**src/rtl/ahb_pkg.sv**
```systemverilog
// rtl/ahb_pkg.sv - shared AHB-Lite codes, FSM states and byte-lane helper
package ahb_pkg;

    localparam logic [1:0] HTRANS_IDLE   = 2'b00;
    localparam logic [1:0] HTRANS_BUSY   = 2'b01;
    localparam logic [1:0] HTRANS_NONSEQ = 2'b10;
    localparam logic [1:0] HTRANS_SEQ    = 2'b11;

    localparam logic [1:0] HRESP_OKAY  = 2'b00;
    localparam logic [1:0] HRESP_ERROR = 2'b01;

    localparam logic [2:0] HSIZE_BYTE = 3'b000;
    localparam logic [2:0] HSIZE_HALF = 3'b001;
    localparam logic [2:0] HSIZE_WORD = 3'b010;

    typedef enum logic [1:0] {
        ST_IDLE,
        ST_DATA,
        ST_ERR1,
        ST_ERR2
    } ahb_state_e;

    // Little-endian byte enables for a naturally aligned transfer
    function automatic logic [3:0] lane_mask(input logic [2:0] size, input logic [1:0] a);
        case (size)
            HSIZE_BYTE: lane_mask = 4'b0001 << a;
            HSIZE_HALF: lane_mask = a[1] ? 4'b1100 : 4'b0011;
            default:    lane_mask = 4'b1111;
        endcase
    endfunction

endpackage

```
**src/rtl/ahb_slv_mem.sv**
```systemverilog
// rtl/ahb_slv_mem.sv - word memory with byte enables, sync clear, async read
module ahb_slv_mem #(
    parameter int MEM_DEPTH = 64,
    parameter int AW        = 6
) (
    input  logic          clk,
    input  logic          resetn,
    input  logic          we,
    input  logic [3:0]    be,
    input  logic [AW-1:0] addr,
    input  logic [31:0]   wdata,
    output logic [31:0]   rdata
);

    logic [31:0] mem_q [MEM_DEPTH];

    always_ff @(posedge clk) begin
        if (!resetn) begin
            for (int i = 0; i < MEM_DEPTH; i++) begin
                mem_q[i] <= '0;
            end
        end else if (we) begin
            for (int b = 0; b < 4; b++) begin
                if (be[b]) begin
                    mem_q[addr][8*b +: 8] <= wdata[8*b +: 8];
                end
            end
        end
    end

    assign rdata = mem_q[addr];

endmodule

```
**src/rtl/ahb_sram_slv.sv**
```systemverilog
// rtl/ahb_sram_slv.sv - AHB-Lite SRAM responder with wait states and ERROR response
module ahb_sram_slv
    import ahb_pkg::*;
#(
    parameter int MEM_DEPTH   = 64,
    parameter int WAIT_STATES = 0
) (
    input  logic        hclk,
    input  logic        hresetn,
    input  logic        hsel,
    input  logic [31:0] haddr,
    input  logic [1:0]  htrans,
    input  logic        hwrite,
    input  logic [2:0]  hsize,
    input  logic [2:0]  hburst,
    input  logic [31:0] hwdata,
    input  logic        hready,
    output logic        hready_resp,
    output logic [1:0]  hresp,
    output logic [31:0] hrdata
);

    localparam int          AW          = (MEM_DEPTH > 1) ? $clog2(MEM_DEPTH) : 1;
    localparam logic [31:0] ADDR_LIMIT  = 32'(MEM_DEPTH * 4);
    localparam logic [3:0]  WAIT_INIT   = 4'(WAIT_STATES);

    ahb_state_e    state_q;
    logic [AW-1:0] addr_q;
    logic          write_q;
    logic [3:0]    be_q;
    logic [3:0]    wcnt_q;
    logic          ready_q;
    logic [1:0]    resp_q;

    logic          accept;
    logic          legal;
    logic          complete;
    logic          done;
    logic [31:0]   mem_rdata;
    logic          unused_ok;

    assign unused_ok = ^hburst;

    assign accept = hsel && hready && (htrans != HTRANS_IDLE) && (htrans != HTRANS_BUSY);
    assign legal  = (haddr < ADDR_LIMIT) && (hsize <= HSIZE_WORD)
                 && !((hsize == HSIZE_HALF) && haddr[0])
                 && !((hsize == HSIZE_WORD) && (haddr[1:0] != 2'b00));

    assign complete = (state_q == ST_DATA) && (wcnt_q == 4'd0);
    // Cycles in which the bus may hand us the next address phase
    assign done     = (state_q == ST_IDLE) || (state_q == ST_ERR2) || complete;

    always_ff @(posedge hclk) begin
        if (!hresetn) begin
            state_q <= ST_IDLE;
            addr_q  <= '0;
            write_q <= 1'b0;
            be_q    <= 4'b0000;
            wcnt_q  <= 4'd0;
            ready_q <= 1'b1;
            resp_q  <= HRESP_OKAY;
        end else if (done) begin
            if (accept) begin
                addr_q  <= haddr[AW+1:2];
                write_q <= hwrite;
                be_q    <= lane_mask(hsize, haddr[1:0]);
                if (legal) begin
                    state_q <= ST_DATA;
                    wcnt_q  <= WAIT_INIT;
                    ready_q <= (WAIT_INIT == 4'd0);
                    resp_q  <= HRESP_OKAY;
                end else begin
                    state_q <= ST_ERR1;
                    wcnt_q  <= 4'd0;
                    ready_q <= 1'b0;
                    resp_q  <= HRESP_ERROR;
                end
            end else begin
                state_q <= ST_IDLE;
                ready_q <= 1'b1;
                resp_q  <= HRESP_OKAY;
            end
        end else begin
            case (state_q)
                ST_DATA: begin
                    wcnt_q  <= wcnt_q - 4'd1;
                    ready_q <= (wcnt_q == 4'd1);
                end
                ST_ERR1: begin
                    state_q <= ST_ERR2;
                    ready_q <= 1'b1;
                end
                default: begin
                    state_q <= ST_IDLE;
                end
            endcase
        end
    end

    ahb_slv_mem #(
        .MEM_DEPTH (MEM_DEPTH),
        .AW        (AW)
    ) u_mem (
        .clk    (hclk),
        .resetn (hresetn),
        .we     (complete && write_q),
        .be     (be_q),
        .addr   (addr_q),
        .wdata  (hwdata),
        .rdata  (mem_rdata)
    );

    assign hready_resp = ready_q;
    assign hresp       = resp_q;
    assign hrdata      = (complete && !write_q) ? mem_rdata : 32'h0;

endmodule

```
**config.mk**
```make
export PLATFORM = sky130hd
export DESIGN_NAME = ahb_sram_slv
export DESIGN_NICKNAME = d
export VERILOG_FILES = /design/src/rtl/ahb_pkg.sv /design/src/rtl/ahb_slv_mem.sv /design/src/rtl/ahb_sram_slv.sv
export SDC_FILE = /design/constraint.sdc
export NUM_CORES = 2
export LEC_CHECK = 0
export BUFFER_PORTS_ARGS = -buffer_cell sky130_fd_sc_hd__buf_4
export CAP_MARGIN = 0
export CORE_MARGIN = 5
export CORE_UTILIZATION = 61
export DETAILED_ROUTE_END_ITERATION = 10
export PLACE_DENSITY_LB_ADDON = 0.15
export SLEW_MARGIN = 15
export SYNTH_ARGS = -nofsm -noshare
export SYNTH_HDL_FRONTEND = slang
export SYNTH_SLANG_ARGS = --single-unit
```
**constraint.sdc**
```tcl
create_clock -name hclk -period 2.9 [get_ports hclk]
set_input_delay 0.29 -clock hclk [delete_from_list [all_inputs] [get_ports hclk]]
set_output_delay 0.29 -clock hclk [all_outputs]
set_load 0.02 [all_outputs]
```
Yosys cells after proc, flatten, opt, wreduce, memory -nomap -nowiden

Memories as Yosys holds them, arrays and structs flattened. A register that Yosys moved wholly into a read port is not among the register bits.
Index checks and enable logic that the tools add are counted.

Mux-type cells: 38
Reductions and logical operators: 26
Shift-type cells: 1
$lt $le $gt $ge: 2
Add/sub/neg operators: 1
Eq/ne operators: 9

Operators by type and width:

| cell                                                                          | count |
|---|---|
| 32-bit 2-to-1 mux                                                             | 2 |
| 32-bit by 9-bit less-than comparator with 1-bit output, second input constant | 1 |
| 32-bit OR reduction                                                           | 1 |
| 1-bit 2-to-1 mux                                                              | 21 |
| 4-bit 2-to-1 mux                                                              | 5 |
| 6-bit 2-to-1 mux                                                              | 3 |
| 1-bit logical AND                                                             | 11 |
| 2-bit 2-to-1 mux                                                              | 4 |
| 4-bit one-hot mux with 2 select lines                                         | 1 |
| 2-bit nonzero test                                                            | 3 |
| 2-bit equality test, second input constant                                    | 2 |
| 4-bit by 1-bit equality test with 1-bit output, second input constant         | 1 |
| 4-bit zero test                                                               | 1 |
| 2-bit inequality test, second input constant                                  | 2 |
| 2-bit one-hot mux with 2 select lines                                         | 1 |
| 2-bit AND reduction                                                           | 2 |
| 1-bit by 2-bit left shift with 4-bit output, first input constant             | 1 |
| 4-bit by 1-bit subtractor with 4-bit output, second input constant            | 1 |
| 3-bit by 1-bit equality test with 1-bit output, second input constant         | 1 |
| 3-bit by 2-bit equality test with 1-bit output, second input constant         | 1 |
| 3-bit by 2-bit <= comparator with 1-bit output, second input constant         | 1 |
| 1-bit zero test                                                               | 3 |
| 3-bit zero test                                                               | 1 |
| 3-bit nonzero test                                                            | 1 |
| 5 further kinds                                                               | 6 |

Memory bits (writable): 2048
Input port bits: 77
Flip-flop bits (word level): 20
Memories: 1
Output and inout port bits: 35
Word-level logic and storage cells: 85

Memories:

| name        | words | width | rd ports | clocked after memory_dff | wr ports | RTL line          | source |
|---|---|---|---|---|---|---|---|
| u_mem.mem_q | 64    | 32    | 1        | 1                        | 64       | ahb_slv_mem.sv:15 | `logic [31:0] mem_q [MEM_DEPTH];` |

Depth between registers and ports, before layout

Depth after elaboration: 8
Depth in mapped cells: 10
Depth with buffers taken out: 7

Modules after synthesis

A second synthesis with hierarchy kept.

Cell total of the unflattened synthesis: 7398
Area, all modules: 94839.7 sq um

By module, submodules not included:

| module       | cells an instance | area an instance (sq um) | instances | sequential area each (sq um) |
|---|---|---|---|---|
| ahb_slv_mem  | 7242              | 93558.5                  | 1         | 61499.0 |
| ahb_sram_slv | 156               | 1281.2                   | 1         | 380.4 |

Worst setup path after synthesis

Ideal clock, no wire load.

Path type: register to register
Start point: reg state_q[1]
End point: mem u_mem.mem_q[52][0] (enable)
Clock period less this slack: 2.672 ns
Stages on the path, launching flop included: 10
Setup time: 0.384 ns
Required time: 2.516 ns
Setup slack: 0.228 ns
Path buffers: 3
Data arrival time: 2.288 ns
Path through: dfxtp_1 -> inv_1 -> ha_1 -> and3b_1 -> and4b_1 -> nand2_1 -> buf_2 -> buf_2 -> clkbuf_1 -> o21ai_0

RTL lines:

| item                   | RTL line           | source |
|---|---|---|
| from (decl)            | ahb_sram_slv.sv:27 | `ahb_state_e state_q;` |
| from (signal assigned) | ahb_sram_slv.sv:55 | `state_q <= ST_IDLE;` |
| from (signal assigned) | ahb_sram_slv.sv:68 | `state_q <= ST_DATA;` |
| from (signal assigned) | ahb_sram_slv.sv:73 | `state_q <= ST_ERR1;` |
| to (decl)              | ahb_slv_mem.sv:15  |  |

==> impl_summary.log <==
[metrics] adder-cell share of the synthesized area: 0.07848%
[metrics] TritonCTS buffer count: 206
[metrics] fraction of power spent switching nets: 22.07%
[metrics] Crit path arrival time: 3.54 ns
[metrics] Port Buf Inserts: 106
[metrics] crit-path max FO: 11
[metrics] worst-case clock buffer depth: 3
[metrics] Final Instance Count excl. Fillers: 9122
[metrics] synth top area cells: edfxtp_1 (64%), and2_1 (13%), mux4_2 (13%)
[metrics] most used flip-flop cell after synthesis: edfxtp_1
[metrics] latest clock arrival within the worst-skew pair: 0.85 ns
[metrics] global-route usage over all layers: 34.00%
[metrics] aggregate routed wire length: 278300 µm
[metrics] kind of critical path: flop to output pin
[metrics] placeable core region: 0.1560 mm²
[metrics] # clock sinks: 2073
[metrics] std cell rows: 145
[metrics] final design utilization: 71.96%
[metrics] count of flip-flops with a built-in enable after synthesis: 2048
[metrics] Compound-Gate Fraction of Synth Area: 2.586%
[metrics] final setup margin: -0.9286 ns
[metrics] final setup violating endpoints: 32
[metrics] failing checks: negative setup slack
[metrics] net switching power: 14230 µW
[metrics] total negative slack: -26.82 ns
[metrics] most numerous cell types in the synthesized netlist: and2_1 (2055), edfxtp_1 (2048), mux4_2 (565)
[metrics] Wirelength per Cell: 30.51 µm
[metrics] data required time of the worst path: 2.61 ns
[metrics] x dimension of the die: 406.0 µm
[metrics] top-level port count: 112
[metrics] leading cell type by number of instances after synthesis: and2_1
[metrics] placed cell count: 8595
[metrics] grt ovf: 0
[metrics] post-detailed-placement cell area: 0.1024 mm²
[metrics] final hold slack: 0.04638 ns
[metrics] count of routing violations after the opening detailed-route iteration: 7409
[metrics] remaining antenna violation count: 0
[metrics] outcome: complete, but fails checks
[metrics] endpoint kind of the worst setup timing path: output pin
[metrics] Layout Cell Area excl Fill: 0.1123 mm²
[metrics] post-synthesis async set-or-reset flop share: 0%
[metrics] fmax: 261.2 MHz
[metrics] Final Hold Vio Count: 0
[metrics] DRC violations left: 0
[metrics] full die area: 0.1648 mm²
[metrics] number of max-cap violations: 0
[metrics] synthesis-to-finish area growth: 17.37%
[metrics] Routability Congestion: 0.9057
[metrics] CTS root buf: clkbuf_16
[metrics] routed via count divided by cell count: 6.380
[metrics] H-tree levels: 4
[metrics] final period demand of the worst path: 3.829 ns
[metrics] crit share post-route: 132.0%
[metrics] Min-Delay Path Class: primary input to flop
[metrics] Synth area leader: edfxtp_1
[metrics] setup repair after global routing missed its margin: true
[metrics] Final Net Count: 6962
[metrics] DRT Pass-1 Iters: 6
[metrics] wire length of the first global-routing pass: 399800 µm
[metrics] PwrDens: 574.5 mW/mm²
[metrics] fraction of final layout cells sized beyond drive strength 1: 27.39%
[metrics] clock skew after layout: 0.02640 ns
[metrics] Mapped Nets: 6380
[metrics] headroom to the max-slew limit: 23.15%
[metrics] pin slew with the least headroom to its limit: 1.153 ns
[metrics] die height: 406.0 µm
[metrics] Comb power frac: 6.4%
[metrics] largest net degree at the start of global routing: 184
[metrics] portion of synthesized cell area occupied by the leading cell type: 64.29%
[metrics] startpoint kind of the worst setup timing path: flop
[metrics] dominant combinational cell family by area after synthesis: simple AND/OR/NAND/NOR gates
[metrics] share of synthesized area occupied by flip-flops and latches: 64.82%
[metrics] fraction of the mapped netlist area in simple logic gates: 15.81%
[metrics] Clock Pin Slew Worst Setup and Hold Paths: 0.06 ns
[metrics] Final HPWL DP: 180700 µm
[metrics] via count of the first global-routing pass: 57490
[metrics] Mapped Area: 0.09565 mm²
[metrics] average instance area after synthesis: 15.19 µm²
[metrics] internal power contribution: 50260 µW
[metrics] unique cell type count in the Yosys netlist: 53
[metrics] total of warnings raised by yosys: 0
[metrics] number of pins exceeding their max-slew limit in the final report: 0
[metrics] antenna violations before repair: 20
[metrics] Clk network pwr share: 40.7%
[metrics] power share of the sequential group: 52.9%
[metrics] Leak: 0.04044 µW
[metrics] synthesized flop and latch total: 2073
[metrics] starting density of the core: 61.31%
[metrics] TritonCTS clock tree: done
[metrics] gate count after technology mapping: 6297
[metrics] fraction of synthesized area in multiplexers: 14.38%
[metrics] number of vias after detailed routing: 58202
[metrics] xor-xnor portion of the synthesized cell area: 0.01831%
[metrics] IR drop worst, VDD: 0.6341 mV
registers in the layout, indices dropped and copies added, names as in the netlist, named ones only:
signal,flops
hresp,1
addr_q,6
u_mem.mem_q,2048
be_q,4
wcnt_q,4
write_q,1
state_q,2
hready_resp,1
power groups by stage:
stage | Combinational (µW) | Clock [µW] | Sequential (µW)
floorplan | 2080 | 0 | 34600
detailed placement | 3700 | 0 | 34700
CTS | 3980 | 26400 | 34100
global route | 4280 | 27600 | 34200
global placement | 3630 | 0 | 34700
finish | 4120 | 26200 | 34100
final timing paths:
| path | start | end | slack [ns] | cells past startpoint |
|---|---|---|---|---|
| setup / recovery | flop | hrdata[20] | -0.93 | 9 |
| hold / removal | haddr[9] | hresp[0]$_SDFFE_PN0N_ | 0.05 | 6 |
| setup reg to reg | addr_q[2]$_SDFFE_PN0P_ | u_mem.mem_q[5][13]$_SDFFCE_PN0P_ | 0.02 | 5 |
| hold reg to reg | write_q$_SDFFE_PN0P_ | write_q$_SDFFE_PN0P_ | 0.49 | 2 |
critical path, stage by stage, from the launching register on:
cell and delay [ns]:
dfxtp_4 0.40, buf_6 0.14, buf_12 0.16, buf_12 0.11, buf_12 0.14, mux4_2 0.50, mux4_2 0.53, a22oi_2 0.28
o41ai_2 0.22, buf_6 0.18
stage by stage:
step / power [µW] / worst slack, ns
6_report: 64490 / -0.9286
5_1_grt: 66100 / -0.9599
4_1_cts: 64450 / -0.9964
3_5_place_dp: 38430 / -0.6248
3_3_place_gp: 38310 / -0.6898
2_1_floorplan: 36660 / 0.2283
placed cells by master (no fill, tap or decap), drive strengths merged, types with 22 or more instances in the layout:
master,n
a21oi,43
buf,844
o22ai,22
clkinv,98
a22oi,40
o21ai,286
mux4,565
clkbuf,255
and2,2055
mux2i,88
nand2,157
dfxtp,25
nor2,302
edfxtp,2048
area by class of cell:
| class | count | area, µm² |
|---|---|---|
| Antenna cell | 15 | 37.54 |
| Clock buffer | 252 | 5431 |
| Clock inverter | 126 | 1102 |
| Fill cell | 9770 | 43760 |
| Inverter | 9 | 40.04 |
| Multi-Input combinational cell | 3720 | 32660 |
| Sequential cell | 2073 | 62020 |
| Tap cell | 2058 | 2575 |
| Timing Repair Buffer | 869 | 8409 |
cell families after synthesis:
logic type / Yosys count
multiplexers: 666
AND/OR/NAND/NOR: 2604
flip-flops: 2073
other: 1
XOR/XNOR: 2
buffers and inverters: 504
adder cells (fa/ha/maj): 6
AO/OA/AOI/OAI: 441
per-layer routing:
| metal | track usage [%] | routed length, µm | part of all wire (%) |
|---|---|---|---|
| met2 | 52.14 | 129700 | 47 |
| met5 | 1.308 | 506 | 0.18 |
| met4 | 16.06 | 15170 | 5.4 |
| met3 | 9.253 | 31970 | 11 |
| met1 | 45.90 | 100900 | 36 |
what timing repair did:
action / 4_1_cts / 5_1_grt
resized for setup: 255 / 169
endpoints found under the hold margin: 18 / 0
endpoints found under the setup margin: 35 / 2519
pin swaps: 34 / 38
gates cloned: 14 / 3
buffers inserted: 77 / 33
hold buffers: 19 / 0
No activity file was read; power rests on OpenSTA's default activity.
